<file path="config.mk">
export PLATFORM = sky130hd
export DESIGN_NAME = tg68k_fpu_response_encoder
export DESIGN_NICKNAME = d
export VERILOG_FILES = /design/src/rtl/tg68k_fpu_response_encoder.sv
export SDC_FILE = /design/constraint.sdc
export NUM_CORES = 1
export LEC_CHECK = 0
export ABC_AREA = 1
export BUFFER_PORTS_ARGS = -buffer_cell sky130_fd_sc_hd__buf_4
export CORE_UTILIZATION = 48
export DETAILED_ROUTE_END_ITERATION = 8
export PLACE_DENSITY_LB_ADDON = 0.25
export SYNTH_ARGS = -nofsm -noshare
export SYNTH_HDL_FRONTEND = slang
export SYNTH_SLANG_ARGS = --single-unit
</file>
<file path="constraint.sdc">
create_clock -name clk -period 1.9 [get_ports clk]
set_clock_uncertainty 0.15 [all_clocks]
set_input_delay 0.095 -clock clk [delete_from_list [all_inputs] [get_ports clk]]
set_output_delay 0.095 -clock clk [all_outputs]
set_load 0.05 [all_outputs]
</file>
<file path="src/rtl/tg68k_fpu_response_encoder.sv">
// TG68K FPU coprocessor response sequencer: command -> response CIR primitives.
// Optional busy watchdog enabled by defining TG68K_FPU_RESP_TIMEOUT_EN.
module tg68k_fpu_response_encoder #(
    parameter int TIMEOUT_CYCLES = 1024
) (
    input  logic        clk,
    input  logic        nReset,
    input  logic        cmd_valid,
    output logic        cmd_ready,
    input  logic        cmd_illegal,
    input  logic        cmd_ea_xfer,
    input  logic        cmd_dir,
    input  logic [2:0]  cmd_format,
    input  logic        cmd_abort,
    input  logic        xfer_done,
    input  logic        fpu_done,
    input  logic        fpu_exception,
    input  logic [7:0]  fpu_exc_vector,
    output logic        exec_start,
    output logic [15:0] resp_word,
    output logic        resp_valid,
    input  logic        resp_read
);

    localparam logic [15:0] W_NULL      = 16'h0802;
    localparam logic [15:0] W_BUSY      = 16'h8900;
    localparam logic [7:0]  VEC_ILLEGAL = 8'd11;

    typedef enum logic [2:0] {
        S_IDLE,
        S_XFER,
        S_XWAIT,
        S_EXEC,
        S_DONE,
        S_EXC
    } state_t;

    state_t      state_q, state_d;
    logic        dir_q, dir_d;
    logic [3:0]  len_q, len_d;
    logic        pend_q, pend_d;
    logic [7:0]  vec_q, vec_d;
    logic        start_q, start_d;
    logic        to_hit;

    function automatic logic [3:0] fmt_len(input logic [2:0] f);
        case (f)
            3'b000, 3'b001: fmt_len = 4'd4;
            3'b010, 3'b011: fmt_len = 4'd12;
            3'b100:         fmt_len = 4'd2;
            3'b101:         fmt_len = 4'd8;
            3'b110:         fmt_len = 4'd1;
            default:        fmt_len = 4'd0;
        endcase
    endfunction

`ifdef TG68K_FPU_RESP_TIMEOUT_EN
    localparam int CW = $clog2(TIMEOUT_CYCLES + 1);
    localparam logic [7:0] VEC_PROTO = 8'd13;

    logic [CW-1:0] cnt_q, cnt_d;

    // Counts EXEC cycles already spent, including the current one.
    always_comb begin
        cnt_d  = '0;
        to_hit = 1'b0;
        if (state_q == S_EXEC) begin
            cnt_d  = cnt_q + CW'(1);
            to_hit = (cnt_d == CW'(TIMEOUT_CYCLES));
        end
    end

    always_ff @(posedge clk or negedge nReset) begin
        if (!nReset) cnt_q <= '0;
        else         cnt_q <= cnt_d;
    end
`else
    logic unused_timeout;
    assign unused_timeout = |TIMEOUT_CYCLES;
    assign to_hit         = 1'b0;
`endif

    always_comb begin
        state_d = state_q;
        dir_d   = dir_q;
        len_d   = len_q;
        pend_d  = pend_q;
        vec_d   = vec_q;
        case (state_q)
            S_IDLE: begin
                if (cmd_valid) begin
                    dir_d  = cmd_dir;
                    len_d  = fmt_len(cmd_format);
                    pend_d = cmd_ea_xfer & cmd_dir;
                    if (cmd_illegal ||
                        (cmd_ea_xfer && cmd_format == 3'b111)) begin
                        state_d = S_EXC;
                        vec_d   = VEC_ILLEGAL;
                        pend_d  = 1'b0;
                    end else if (cmd_ea_xfer && !cmd_dir) begin
                        state_d = S_XFER;
                    end else begin
                        state_d = S_EXEC;
                    end
                end
            end
            S_XFER: if (resp_read) state_d = S_XWAIT;
            S_XWAIT: begin
                if (xfer_done) begin
                    state_d = dir_q ? S_DONE : S_EXEC;
                    pend_d  = 1'b0;
                end
            end
            S_EXEC: begin
                if (fpu_done) begin
                    if (fpu_exception) begin
                        state_d = S_EXC;
                        vec_d   = fpu_exc_vector;
                    end else if (pend_q) begin
                        state_d = S_XFER;
                    end else begin
                        state_d = S_DONE;
                    end
`ifdef TG68K_FPU_RESP_TIMEOUT_EN
                end else if (to_hit) begin
                    state_d = S_EXC;
                    vec_d   = VEC_PROTO;
`endif
                end
            end
            S_DONE, S_EXC: if (resp_read) state_d = S_IDLE;
            default: state_d = S_IDLE;
        endcase
        if (cmd_abort) state_d = S_IDLE;
        // Abort is applied above, so a killed command never starts.
        start_d = (state_d == S_EXEC) && (state_q != S_EXEC);
    end

    always_ff @(posedge clk or negedge nReset) begin
        if (!nReset) begin
            state_q <= S_IDLE;
            dir_q   <= 1'b0;
            len_q   <= 4'd0;
            pend_q  <= 1'b0;
            vec_q   <= 8'd0;
            start_q <= 1'b0;
        end else begin
            state_q <= state_d;
            dir_q   <= dir_d;
            len_q   <= len_d;
            pend_q  <= pend_d;
            vec_q   <= vec_d;
            start_q <= start_d;
        end
    end

    assign cmd_ready  = (state_q == S_IDLE);
    assign exec_start = start_q;
    assign resp_valid = (state_q == S_XFER) || (state_q == S_EXEC) ||
                        (state_q == S_DONE) || (state_q == S_EXC);

    always_comb begin
        resp_word = W_NULL;
        case (state_q)
            S_XFER:  resp_word = {1'b1, 1'b0, dir_q, 1'b1, 8'h00, len_q};
            S_EXEC:  resp_word = W_BUSY;
            S_EXC:   resp_word = {8'h1C, vec_q};
            default: resp_word = W_NULL;
        endcase
    end

endmodule

</file>
# Word level (Yosys, flattened, before mapping)

Cells that the tools add are included.

Bitwise logic cells: 1
Reductions and logical operators: 18
Equal/unequal tests: 19
Multiplexer cells: 23

Operators by type and width:

| cell               | count |
|---|---|
| $pmux 16 s3        | 1 |
| $mux 8             | 4 |
| $mux 3             | 10 |
| $pmux 4 s5         | 1 |
| $eq 3x3->1 const B | 6 |
| $pmux 8 s2         | 1 |
| $eq 3x2->1 const B | 5 |
| $pmux 3 s5         | 1 |
| $ne 2x2->1 const B | 4 |
| $eq 3x1->1 const B | 2 |
| $logic_not 3->1    | 2 |
| $reduce_or 2->1    | 3 |
| $reduce_and 5->1   | 1 |
| $logic_or 1x1->1   | 4 |
| $reduce_bool 2->1  | 2 |
| $logic_and 1x1->1  | 3 |
| $mux 1             | 3 |
| $ne 3x2->1 const B | 1 |
| $reduce_and 3->1   | 1 |
| $mux 2             | 1 |
| $ne 2x1->1 const B | 1 |
| $pmux 1 s2         | 1 |
| $reduce_and 2->1   | 1 |
| $and 1x1->1        | 1 |
| $logic_not 1->1    | 1 |

Flip-flop bits (word level): 18
Logic and storage cells: 67

# Longest topological paths before layout

Depth in word-level cells: 9
Depth in mapped cells: 9
Depth with buffers taken out: 8

# Least setup slack after synthesis

Ideal clock, no wire load.

Kind: flip-flop to output port
Start point: register state_q[2]
End point: output port resp_word[3]
Slack: -0.990 ns
Arrival: 2.645 ns
Stages on the path, launching flop included: 6
Path buffers: 0
Cell sequence: dfrtp_1 -> nor2_2 -> inv_1 -> nor2_2 -> inv_1 -> o21ai_0

Longest elaborated chain between the ends: 2

RTL lines:

| element                                  | RTL line | text |
|---|---|---|
| start: declaration                       | 38       | `state_t state_q, state_d;` |
| start signal: assignment                 | 148      | `state_q <= state_d;` |
| $eq 3x3->1, or another cell as far along | 164      | `case (state_q)` |
| $pmux 16 s3 (*)                          | 164      |  |
| end: declaration                         | 20       | `output logic [15:0] resp_word,` |

Mark *: on every way between the ends. The rest lies on a longest branch, timed or not.

# Worst setup path after layout

Ends and elaborated chain as after synthesis.

==> key figures <==
Worst setup path
  – CP delay by family, top: flip-flops
  – Most used cell, CP: nor2_4
  – CP Buf/Inv Count: 3
  – Worst r2r src: state_q[2]
  – Register-to-Register Path Depth: 7
  – Endpoint class of the critical path: output port
  – Cell Chain, Critical Path: nor2_4, inv_1, nor2_4, inv_2, o21ai_4, buf_6
  – CP Max Fanout: 4
  – Critical Path RT: 1.65 ns
  – Reg-to-reg slack, setup: 0.19 ns
  – RR Endpoint: vec_q[7]
  – Worst setup SP type: register
  – Critical-path top delay cell: dfrtp_2
  – Crit Path Class: register to output port
  – Critical path data arrival time: 1.59 ns
  – Max incr delay on CP: between 0.4 and 0.5 ns

Layout
  – Commonest non-fill, non-tap cell in the layout: nand2_1
  – Most frequent cells in the layout: nand2_1, buf_4, inv_1
  – Nets: around 240
  – Area Growth Syn to Fin: 51.05%
  – Antenna diodes: 0
  – Layout cell share with drive strength beyond 1: roughly a third

Global route
  – Global route overflow: 0
  – Initial antenna violation count: 0
  – Largest net degree at the start of global routing: 19
  – Vias in the first global route: 1155
  – GR Util All Layers: a little over a quarter
  – First-pass GRT wire length: 5133 um

Synthesis
  – Post-synthesis sequential area ratio: 39.96%
  – Top-area cell type share of the netlist area: about two fifths
  – Most common flop cell mapped by yosys: dfrtp_1
  – Seq cells post-synth: 18
  – Synthesized area: 1127 sq um
  – Post-Synthesis Cells: 155
  – Area leader, netlist: dfrtp_1
  – Ys Warns: 0
  – Unique masters post-synth: 29
  – Synthesized area per cell: 7.273 sq um
  – Synth area leaders: dfrtp_1, nand2_1, inv_1
  – Post-synth EDFFs: 0
  – FFs w/ async S/R, synth: 100.0%

Timing
  – PnR worst setup slack: around 0.067 ns
  – Minimum clock period: 1.833 ns
  – Peak Freq: 545.6 MHz
  – Period Utilization, post-route: 96.47%
  – Final Max Slew Viols: 0
  – Worst hold slack: between 0.02 and 0.025 ns
  – Fin. Hold Viols: 0
  – Final setup viols: 0
  – RSZ-0062 raised after global routing: false

Worst hold path
  – Hold Path Class: input port to async pin

Power and ir drop
  – Power per cell area: between 700 and 800 nW/um^2
  – Peak VDD IR: 634.3 uV
  – Leakage: between 0.8 and 0.9 nW

Drt
  – Vias: between 1000 and 1500
  – DRT antenna net count: 0
  – Via density: 5.079
  – Drt pass-1 iters: 4
  – Per-cell routed wire length: 13.11 um
  – DR iter-0 viols: 43
  – Final wirelength: 3173 um
  – DR DRC count: 0

Placement
  – Dpl ws: 0.1355 ns
  – IO Port Bufs: 38
  – Final Wtd Congestion: 0.8266
  – HPWL after detailed placement: 2279 um

Floorplan
  – Die H: approximately 50 um
  – Effective utilization at floorplan: 50.96%
  – Site Rows: 17
  – Top-level I/O count: 41
  – CORE AREA: 2212 sq um
  – Die area: 2546 sq um
  – Die width: approximately 50 um

Clocking
  – Clk_lat worst skew: 0.31 ns
  – H-tree level count: 1
  – CTS Buf Count: 3
  – Clk buf depth: 2
  – Reg clk slew, reported paths: 0.11 ns
  – CTS root buf: clkbuf_4
  – CTS tree: yes
  – Clock sink total: 18

Run status
  – Status: completed

Job
  – Max-Cap Viols: 0
==> cells by family (layout without fill, tap and decap cells) <==
kind of cell	count (synthesis)	after routing	synth area share (%)
AO/OA/AOI/OAI	21	21	12.21
AND/OR/NAND/NOR	89	89	37.62
flip-flops	18	18	39.96
other	1	2	0.3326
buffers and inverters	26	84	9.878
==> how the worst max path moves through the flow <==
| stage | startpoint | endpoint | slack, ns | cells past startpoint |
|---|---|---|---|---|
| after global placement | state_q[2] | resp_word[3] | 0.23 | 7 |
| after floorplan | state_q[2] | resp_word[3] | -0.09 | 5 |
| after CTS | state_q[0] | resp_word[3] | -0.01 | 7 |
| final | state_q[2] | resp_word[3] | 0.07 | 6 |
| after detailed placement | state_q[2] | resp_word[3] | 0.14 | 7 |
| after global routing | state_q[0] | resp_word[3] | 0.005 | 7 |
==> power by group <==
part	leakage [nW]	internal (mW)	switching, mW
registers	0.231	0.454	0.0539
logic	0.591	0.202	0.386
clock network	0.0210	0.117	0.133
total	0.843	0.773	0.572
==> synth_stat cells (2+ instances only) <==
library cell  number
nand2_1           44
inv_1             21
dfrtp_1           18
nor2_1            18
o21ai_0           10
nand3_1            5
nand3b_1           5
buf_4              3
nand4_1            3
nor2_2             3
nor2_4             3
or2_1              3
a21oi_1            2
nand2_2            2
==> metal layers <==
metal | vias up | global-route usage (%) | wire length, um | share of wire [%]
met5 | - | 0 | 0 | 0
met4 | 0 | 11.11 | 51 | 1.6
met3 | 5 | 3.030 | 206 | 6.5
met2 | 56 | 48.44 | 1622 | 51
met1 | 560 | 33.78 | 1292 | 41
li1 | 608 | - | - | -
==> registers in the layout, indices dropped and copies added (netlist names) <==
name,count
len_q,4
vec_q,8
exec_start,1
pend_q,1
state_q,3
dir_q,1
==> per-stage QoR <==
stage | TNS [ns] | cells | power [mW] | utilization (%) | instance area [sq um]
floorplan | -0.1461 | 156 | 0.8758 | - | 1160
global placement | 0 | 219 | 1.026 | 65.89 | 1458
detailed placement | 0 | 219 | 1.039 | 65.89 | 1458
CTS | -0.009988 | 240 | 1.330 | 75.91 | 1679
global route | 0 | 242 | 1.414 | 76.98 | 1703
finish | 0 | 242 | 1.346 | 76.98 | 1703
==> cell type report <==
class / instances / area (sq um)
multi-input combinational: 112 / 613.1
inverter: 23 / 88.84
tap: 28 / 35.03
sequential: 18 / 454.2
timing repair buffer: 57 / 475.5
fill: 164 / 509.2
clock buffer: 4 / 36.28
==> what timing repair did <==
item	in CTS	in global routing
resized for setup	8	3
hold buffers	16	0
hold endpoints to repair	35	0
buffers inserted	1	2
setup endpoints to repair	7	5
No activity file was read; power rests on OpenSTA's default activity.
